File: src/rtl/gpu_host_driver.sv
// Host-side master for the CPU->GPU command bus. Each accepted request is
// serialised onto cpu_recv_instr/cpu_in_data as an opcode word followed by
// ARG words: address, count, then write data. The driver then waits for
// cpu_out_ack, either as a completion or as one strobe per read word.
//
// Ports:
//   clk, rst                      clock, asynchronous active-high reset
//   req_valid/req_ready           request handshake (op, addr, count)
//   wr_data_valid/wr_data         host write stream (push, one word per valid)
//   wr_data_ready                 pulse: a write word went onto the bus
//   rd_data_valid/rd_data         read word returned by the GPU
//   done, err                     completion / illegal-op-or-timeout pulses
//   cpu_recv_instr, cpu_in_data   bus toward GPU (0=NOP, 1..3 op, 4=ARG)
//   cpu_out_data, cpu_out_ack     response from GPU
//
// All outputs are registered. The state names the phase the bus is showing,
// so each state computes what the bus shows in the following cycle.
module gpu_host_driver #(
  parameter int unsigned data_width     = 32,
  parameter int unsigned count_width    = 16,
  parameter int unsigned timeout_cycles = 1024
) (
  input  logic                   clk,
  input  logic                   rst,
  input  logic                   req_valid,
  output logic                   req_ready,
  input  logic [1:0]             req_op,
  input  logic [data_width-1:0]  req_addr,
  input  logic [count_width-1:0] req_count,
  input  logic                   wr_data_valid,
  input  logic [data_width-1:0]  wr_data,
  output logic                   wr_data_ready,
  output logic                   rd_data_valid,
  output logic [data_width-1:0]  rd_data,
  output logic                   done,
  output logic                   err,
  output logic [31:0]            cpu_recv_instr,
  output logic [data_width-1:0]  cpu_in_data,
  input  logic [data_width-1:0]  cpu_out_data,
  input  logic                   cpu_out_ack
);

  localparam int unsigned TMO_W = $clog2(timeout_cycles);
  localparam logic [TMO_W-1:0] TMO_LAST = TMO_W'(timeout_cycles - 1);
  localparam logic [31:0] BUS_NOP = 32'd0;
  localparam logic [31:0] BUS_ARG = 32'd4;
  localparam logic [1:0]  OP_FROM   = 2'd2;
  localparam logic [1:0]  OP_LAUNCH = 2'd3;

  typedef enum logic [2:0] {
    S_IDLE, S_INSTR, S_ADDR, S_COUNT, S_DATA, S_WAIT, S_RECV
  } state_t;

  state_t                 state_q, state_d;
  logic [1:0]             op_q, op_d;
  logic [data_width-1:0]  addr_q, addr_d;
  logic [count_width-1:0] count_q, count_d;
  logic [TMO_W-1:0]       tmo_q, tmo_d;
  logic [31:0]            instr_q, instr_d;
  logic [data_width-1:0]  in_data_q, in_data_d;
  logic [data_width-1:0]  rd_data_q, rd_data_d;
  logic                   req_ready_q, req_ready_d;
  logic                   wr_ready_q, wr_ready_d;
  logic                   rd_valid_q, rd_valid_d;
  logic                   done_q, done_d;
  logic                   err_q, err_d;

  always_comb begin
    state_d    = state_q;
    op_d       = op_q;
    addr_d     = addr_q;
    count_d    = count_q;
    tmo_d      = tmo_q;
    instr_d    = BUS_NOP;
    in_data_d  = '0;
    rd_data_d  = rd_data_q;
    wr_ready_d = 1'b0;
    rd_valid_d = 1'b0;
    done_d     = 1'b0;
    err_d      = 1'b0;

    unique case (state_q)
      S_IDLE: begin
        if (req_valid) begin
          if (req_op == 2'd0) begin
            err_d = 1'b1;
          end else begin
            op_d    = req_op;
            addr_d  = req_addr;
            count_d = req_count;
            instr_d = 32'(req_op);
            state_d = S_INSTR;
          end
        end
      end
      S_INSTR: begin
        state_d   = S_ADDR;
        instr_d   = BUS_ARG;
        in_data_d = addr_q;
      end
      S_ADDR: begin
        if (op_q == OP_LAUNCH) begin
          state_d = S_WAIT;
          tmo_d   = '0;
        end else begin
          state_d   = S_COUNT;
          instr_d   = BUS_ARG;
          in_data_d = data_width'(count_q);
        end
      end
      // The first write word is sampled while the count is on the bus so
      // that data follows the count with no bubble.
      S_COUNT, S_DATA: begin
        if (op_q == OP_FROM) begin
          if (count_q == '0) begin
            done_d  = 1'b1;
            state_d = S_IDLE;
          end else begin
            state_d = S_RECV;
            tmo_d   = '0;
          end
        end else if (count_q == '0) begin
          state_d = S_WAIT;
          tmo_d   = '0;
        end else begin
          state_d = S_DATA;
          if (wr_data_valid) begin
            instr_d    = BUS_ARG;
            in_data_d  = wr_data;
            wr_ready_d = 1'b1;
            count_d    = count_q - count_width'(1);
          end
        end
      end
      S_WAIT: begin
        if (cpu_out_ack) begin
          done_d  = 1'b1;
          state_d = S_IDLE;
        end else if (tmo_q == TMO_LAST) begin
          err_d   = 1'b1;
          state_d = S_IDLE;
        end else begin
          tmo_d = tmo_q + TMO_W'(1);
        end
      end
      S_RECV: begin
        if (cpu_out_ack) begin
          rd_valid_d = 1'b1;
          rd_data_d  = cpu_out_data;
          count_d    = count_q - count_width'(1);
          tmo_d      = '0;
          if (count_q == count_width'(1)) begin
            done_d  = 1'b1;
            state_d = S_IDLE;
          end
        end else if (tmo_q == TMO_LAST) begin
          err_d   = 1'b1;
          state_d = S_IDLE;
        end else begin
          tmo_d = tmo_q + TMO_W'(1);
        end
      end
      default: state_d = S_IDLE;
    endcase

    req_ready_d = (state_d == S_IDLE);
  end

  always_ff @(posedge clk or posedge rst) begin
    if (rst) begin
      state_q     <= S_IDLE;
      op_q        <= '0;
      addr_q      <= '0;
      count_q     <= '0;
      tmo_q       <= '0;
      instr_q     <= '0;
      in_data_q   <= '0;
      rd_data_q   <= '0;
      req_ready_q <= 1'b1;
      wr_ready_q  <= 1'b0;
      rd_valid_q  <= 1'b0;
      done_q      <= 1'b0;
      err_q       <= 1'b0;
    end else begin
      state_q     <= state_d;
      op_q        <= op_d;
      addr_q      <= addr_d;
      count_q     <= count_d;
      tmo_q       <= tmo_d;
      instr_q     <= instr_d;
      in_data_q   <= in_data_d;
      rd_data_q   <= rd_data_d;
      req_ready_q <= req_ready_d;
      wr_ready_q  <= wr_ready_d;
      rd_valid_q  <= rd_valid_d;
      done_q      <= done_d;
      err_q       <= err_d;
    end
  end

  assign req_ready      = req_ready_q;
  assign wr_data_ready  = wr_ready_q;
  assign rd_data_valid  = rd_valid_q;
  assign rd_data        = rd_data_q;
  assign done           = done_q;
  assign err            = err_q;
  assign cpu_recv_instr = instr_q;
  assign cpu_in_data    = in_data_q;

endmodule
File: config.mk
export PLATFORM = sky130hd
export DESIGN_NAME = gpu_host_driver
export DESIGN_NICKNAME = d
export VERILOG_FILES = /design/src/rtl/gpu_host_driver.sv
export SDC_FILE = /design/constraint.sdc
export NUM_CORES = 1
export LEC_CHECK = 0
export BUFFER_PORTS_ARGS = -buffer_cell sky130_fd_sc_hd__buf_2
export CELL_PAD_IN_SITES_DETAIL_PLACEMENT = 1
export CELL_PAD_IN_SITES_GLOBAL_PLACEMENT = 1
export CORE_MARGIN = 2
export CORE_UTILIZATION = 25
export CTS_CLUSTER_DIAMETER = 200
export DETAILED_ROUTE_END_ITERATION = 10
export HOLD_SLACK_MARGIN = 0.06
export PLACE_DENSITY_LB_ADDON = 0.1
export REMOVE_ABC_BUFFERS = 1
export SYNTH_ARGS = -nofsm -noshare
export SYNTH_HDL_FRONTEND = slang
export SYNTH_SLANG_ARGS = --single-unit
File: constraint.sdc
create_clock -name clk -period 9.3 [get_ports clk]
set_clock_uncertainty 0.2 [all_clocks]
set_input_delay 1.395 -clock clk [delete_from_list [all_inputs] [get_ports clk]]
set_output_delay 1.395 -clock clk [all_outputs]
set_load 0.02 [all_outputs]
# Word-level counts from Yosys, hierarchy flattened
# Cells that the tools add are included.
# totals
inputBits,119
reg_bits,164
output_inout_bits,101
wordCells,102
# op_classes
reduce_logical,12
muxes,54
bitwise_logic,1
n_eq_ne,20
add_sub_neg,2
# op_table
op,n
$mux W16,7
$mux W32,3
$pmux W32 S3,1
$mux W10,7
$pmux W16 S3,1
$pmux W10 S4,1
$mux W3,13
$pmux W3 S6,1
$eq A16 B1 Y1 const B,1
$logic_not A16 Y1,1
$ne A2 B2 Y1 const B,8
$sub A16 B1 Y16 const B,1
$mux W1,15
$pmux W3 S4,1
$add A10 B1 Y10 const B,1
$eq A10 B10 Y1 const B,1
$eq A3 B3 Y1 const B,3
$reduce_and A7 Y1,1
$eq A3 B2 Y1 const B,2
$logic_not A3 Y1,2
$ne A3 B3 Y1 const B,2
$reduce_and A5 Y1,1
$eq A2 B2 Y1 const B,2
$mux W2,2
10 further kinds,11

# Longest topological paths before layout
# logic_depth
depth_word,5
ltp_mapped,9
depth_no_buf,7

# Least setup slack after synthesis
# Ideal clock, no wire load.
# synth_timing
path_kind,input port to flip-flop
from,in cpu_out_ack
to,reg count_q[1]
setup_ns,0.125
required_ns,8.975
path_slack_ns,6.231
stages,6
arrival_ns,2.744
n_path_buf,2
path_cell_list,clkbuf_1 -> a31oi_1 -> and2_1 -> clkbuf_1 -> nor2_1 -> mux2_2
# synth_between
elab_chain_cells,2
# synth_rtl
element,line,rtl
start: declaration,40,input logic cpu_out_ack
$ne A2 B2 Y1 (no source line),n/a,
$reduce_and A7 Y1 (no source line),n/a,
end signal: assignment,188,count_q <= count_d;
end: declaration,57,"logic [count_width-1:0] count_q, count_d;"
# No other way between the ends.
# A chain may end at the register's enable or synchronous reset.

# Worst setup path in the final report
# layout_timing
from,reg count_q[0]
to,"reg in_data_q[1], in the netlist cpu_in_data[1]"
# layout_between
elab_chain_cells,4
# layout_rtl
element,line,rtl
$logic_not A16 Y1,122,end else if (count_q == '0) begin
$mux W32,122,
$mux W32,114,if (op_q == OP_FROM) begin
$pmux W32 S3,82,unique case (state_q)
via in_data_d[1],60,"logic [data_width-1:0] in_data_q, in_data_d;"
end signal: assignment,191,in_data_q <= in_data_d;
end: declaration,60,
# The timed path passes the listed nets, and every way through them passes these cells.

==> flow_summary.json <==
{
  "status": "complete, no violations",
  "avgSynthCellArea_um2": 11.22,
  "vias": 4981,
  "max_stage_delay_ns": 0.59,
  "multiInputGateArea_mm2": 0.002590,
  "slew_viol_final": 0,
  "layout-drive-gt1-share_pct": 41.28,
  "die_height_um": 162.0,
  "die_x_um": 162.0,
  "ys.flop_type": "dfrtp_1",
  "gr-total-overflow": 0,
  "synth_top_area_share_pct": 53.75,
  "grt_pass1_wl_um": 30180,
  "htree_levels": 4,
  "worst_setup_path_start_kind": "flop",
  "setup_ws_ns": 5.939,
  "critical_path.cell_chain": "inv_1 > ha_1 > nor4b_2 > nand4_2 > and4_1 > buf_4 > a221o_1",
  "leakagePower_nw": 3.859,
  "pin_count": 220,
  "worstMarginPinSlew_ns": 1.039,
  "cp_max_fo": 22,
  "finalSetupViolCount": 0,
  "std_cell_rows": 57,
  "synth_enable_flop_cells": 0,
  "synth-async-reset-ratio_pct": 100.0,
  "place_congestion": 0.7665,
  "post_cts_resized": 0,
  "design.die.area_mm2": 0.02623,
  "grt_pass1_vias": 5317,
  "nFillCells": 2796,
  "cts_setup_buffers": 0,
  "yosys-top-cells-area": "dfrtp_1, mux2_2, buf_4",
  "nets": 860,
  "netlist_area_mm2": 0.006238,
  "yosys_warnings": 0,
  "layout_commonest_cell": "buf_2",
  "finalCriticalPeriod_ns": 3.361,
  "port_buffers": 190,
  "worstSetupEndpointType": "flop",
  "drt_iter0_drc": 198,
  "postRouteAntennaNets": 0,
  "rsz0062_at_grt": "no",
  "path_class": "flop to flop",
  "diodes": 0,
  "clk_latency_ns": 0.41,
  "initial_core_util_pct": 25.58,
  "arrival_ns": 3.45,
  "antenna_found_initial": 0,
  "finalCritPeriodShare_pct": 36.14,
  "yosysTopAreaCell": "dfrtp_1",
  "setup_tns_ns": 0,
  "globalRouteTotalUtil_pct": 14.79,
  "synthCells": 556,
  "synth-seq-cells": 135,
  "cp.required_ns": 9.39,
  "hpwl_um": 13670,
  "total_power_mw": 2.874,
  "yosysUniqueCellTypes": 57,
  "vias_per_cell": 4.633,
  "hold_violations": 0,
  "root_buffer": "clkbuf_16",
  "critPathSlowestCell": "nor4b_2",
  "fmax_mhz": 297.6,
  "cap_violations": 0,
  "cts_tree": "yes",
  "grt_max_degree": 86,
  "cts.clk_slew.worst_paths_ns": 0.06,
  "cts.sinks": 135,
  "avgRoutedWirePerCell_um": 17.71,
  "placed_cell_area_mm2": 0.007413,
  "ir_worst_vdd_v": 0.0001147,
  "seq_area_mm2": 0.003379,
  "design_area_mm2": 0.008016,
  "dr.pass1.iters": 4,
  "layout_common_cells": "buf_2, dfrtp_1, mux2_2, nand2_1, conb_1",
  "syn_to_final_growth_pct": 28.50,
  "maxSlewHeadroom_pct": 30.57,
  "dp_slack_ns": 5.454,
  "core_mm2": 0.02439,
  "wl_um": 19040,
  "drcViolationCount": 0,
  "min_path_type": "flop to flop",
  "hold_buffers": 0,
  "ys_seq_area_share_pct": 54.17,
  "cts_buffer_depth": 2,
  "numCtsBuffers": 17,
  "pwr_density_cell_mw_per_mm2": 358.5
}
## layout make-up
cell class                      count  area share, %
Clock inverter                     14          2.170
Timing Repair Buffer              196          12.42
Clock buffer                       18          5.354
Tap cell                          324          5.057
Sequential cell                   135          42.16
Inverter                           10         0.5307
Multi-Input combinational cell    378          32.31
## power breakdown
group          internal, mW  switching, mW
logic                 0.455          0.705
registers             0.836          0.180
clock network         0.425          0.274
## state kept, by name (all words and copies together) (netlist names), 2 cells and up
register	flops
state_q	3
addr_q	32
op_q	2
count_q	16
tmo_q	10
rd_data	32
cpu_recv_instr	3
cpu_in_data	32
## layer usage
layer | part of all wire [%] | global-route usage, % | routed length (um)
met1 | 44 | 18.94 | 8444
met2 | 50 | 25.49 | 9578
met3 | 4.6 | 3.192 | 883
met4 | 0.70 | 3.620 | 134
met5 | 0 | 0 | 0
## path summary, 6_finish.rpt
path                                  from               to  slack, ns  cells past startpoint
worst max-delay path            count_q[0]   cpu_in_data[1]       5.94                      7
worst max register to register  count_q[0]   cpu_in_data[1]       5.94                      7
max in group asynchronous              rst  cpu_in_data[22]       6.76                      3
min in group asynchronous              rst      rd_data[27]       0.92                      2
worst min-delay path            addr_q[25]  cpu_in_data[25]       0.30                      1
worst min register to register  addr_q[25]  cpu_in_data[25]       0.30                      1
## synthesized netlist by cell type (3+ instances only)
cell type and number:
dfrtp_1 134, mux2_2 67, nand2_1 55, buf_4 29
a21oi_1 25, o21ai_0 22, clkbuf_1 21, nor2_1 21
a22o_1 20, a22oi_1 13, nor3_1 13, a31oi_1 12
nand3_1 12, o31ai_1 12, inv_1 10, buf_2 6
nand3b_1 6, nand4_1 5, o211ai_1 5, a31o_2 4
nor4_1 4, or3_1 4, a221o_1 3, and4_1 3
buf_1 3, ha_1 3, nand2b_1 3, nor3b_1 3
o21a_1 3, o22ai_1 3, or4_1 3
## critical path: cells and delay by family, from the launching register on
| kind | cells | cell delay (ns) |
|---|---|---|
| flip-flops | 1 | 0.42 |
| AO/OA/AOI/OAI | 1 | 0.31 |
| adder cells (fa/ha/maj) | 1 | 0.26 |
| AND/OR/NAND/NOR | 3 | 1.55 |
| buffers and inverters | 2 | 0.49 |
## logic make-up after synthesis
group           count (synthesis)  share of synthesized area [%]
fa+ha+maj                       3                         0.6017
mux                            68                          12.25
other cells                     1                        0.06011
simple gates                  146                          11.99
flops                         135                          54.17
buf+inv                        71                          6.278
compound gates                132                          14.64
## through the flow
stage | std cells | util [%] | hold slack [ns]
floorplan | 523 | - | 0.2691
global placement | 1043 | 30.39 | 0.2818
detailed placement | 1043 | 30.39 | 0.2866
CTS | 1075 | 32.87 | 0.2982
global route | 1075 | 32.87 | 0.3127
finish | 1075 | 32.87 | 0.2958
No activity file was read; power rests on OpenSTA's default activity.
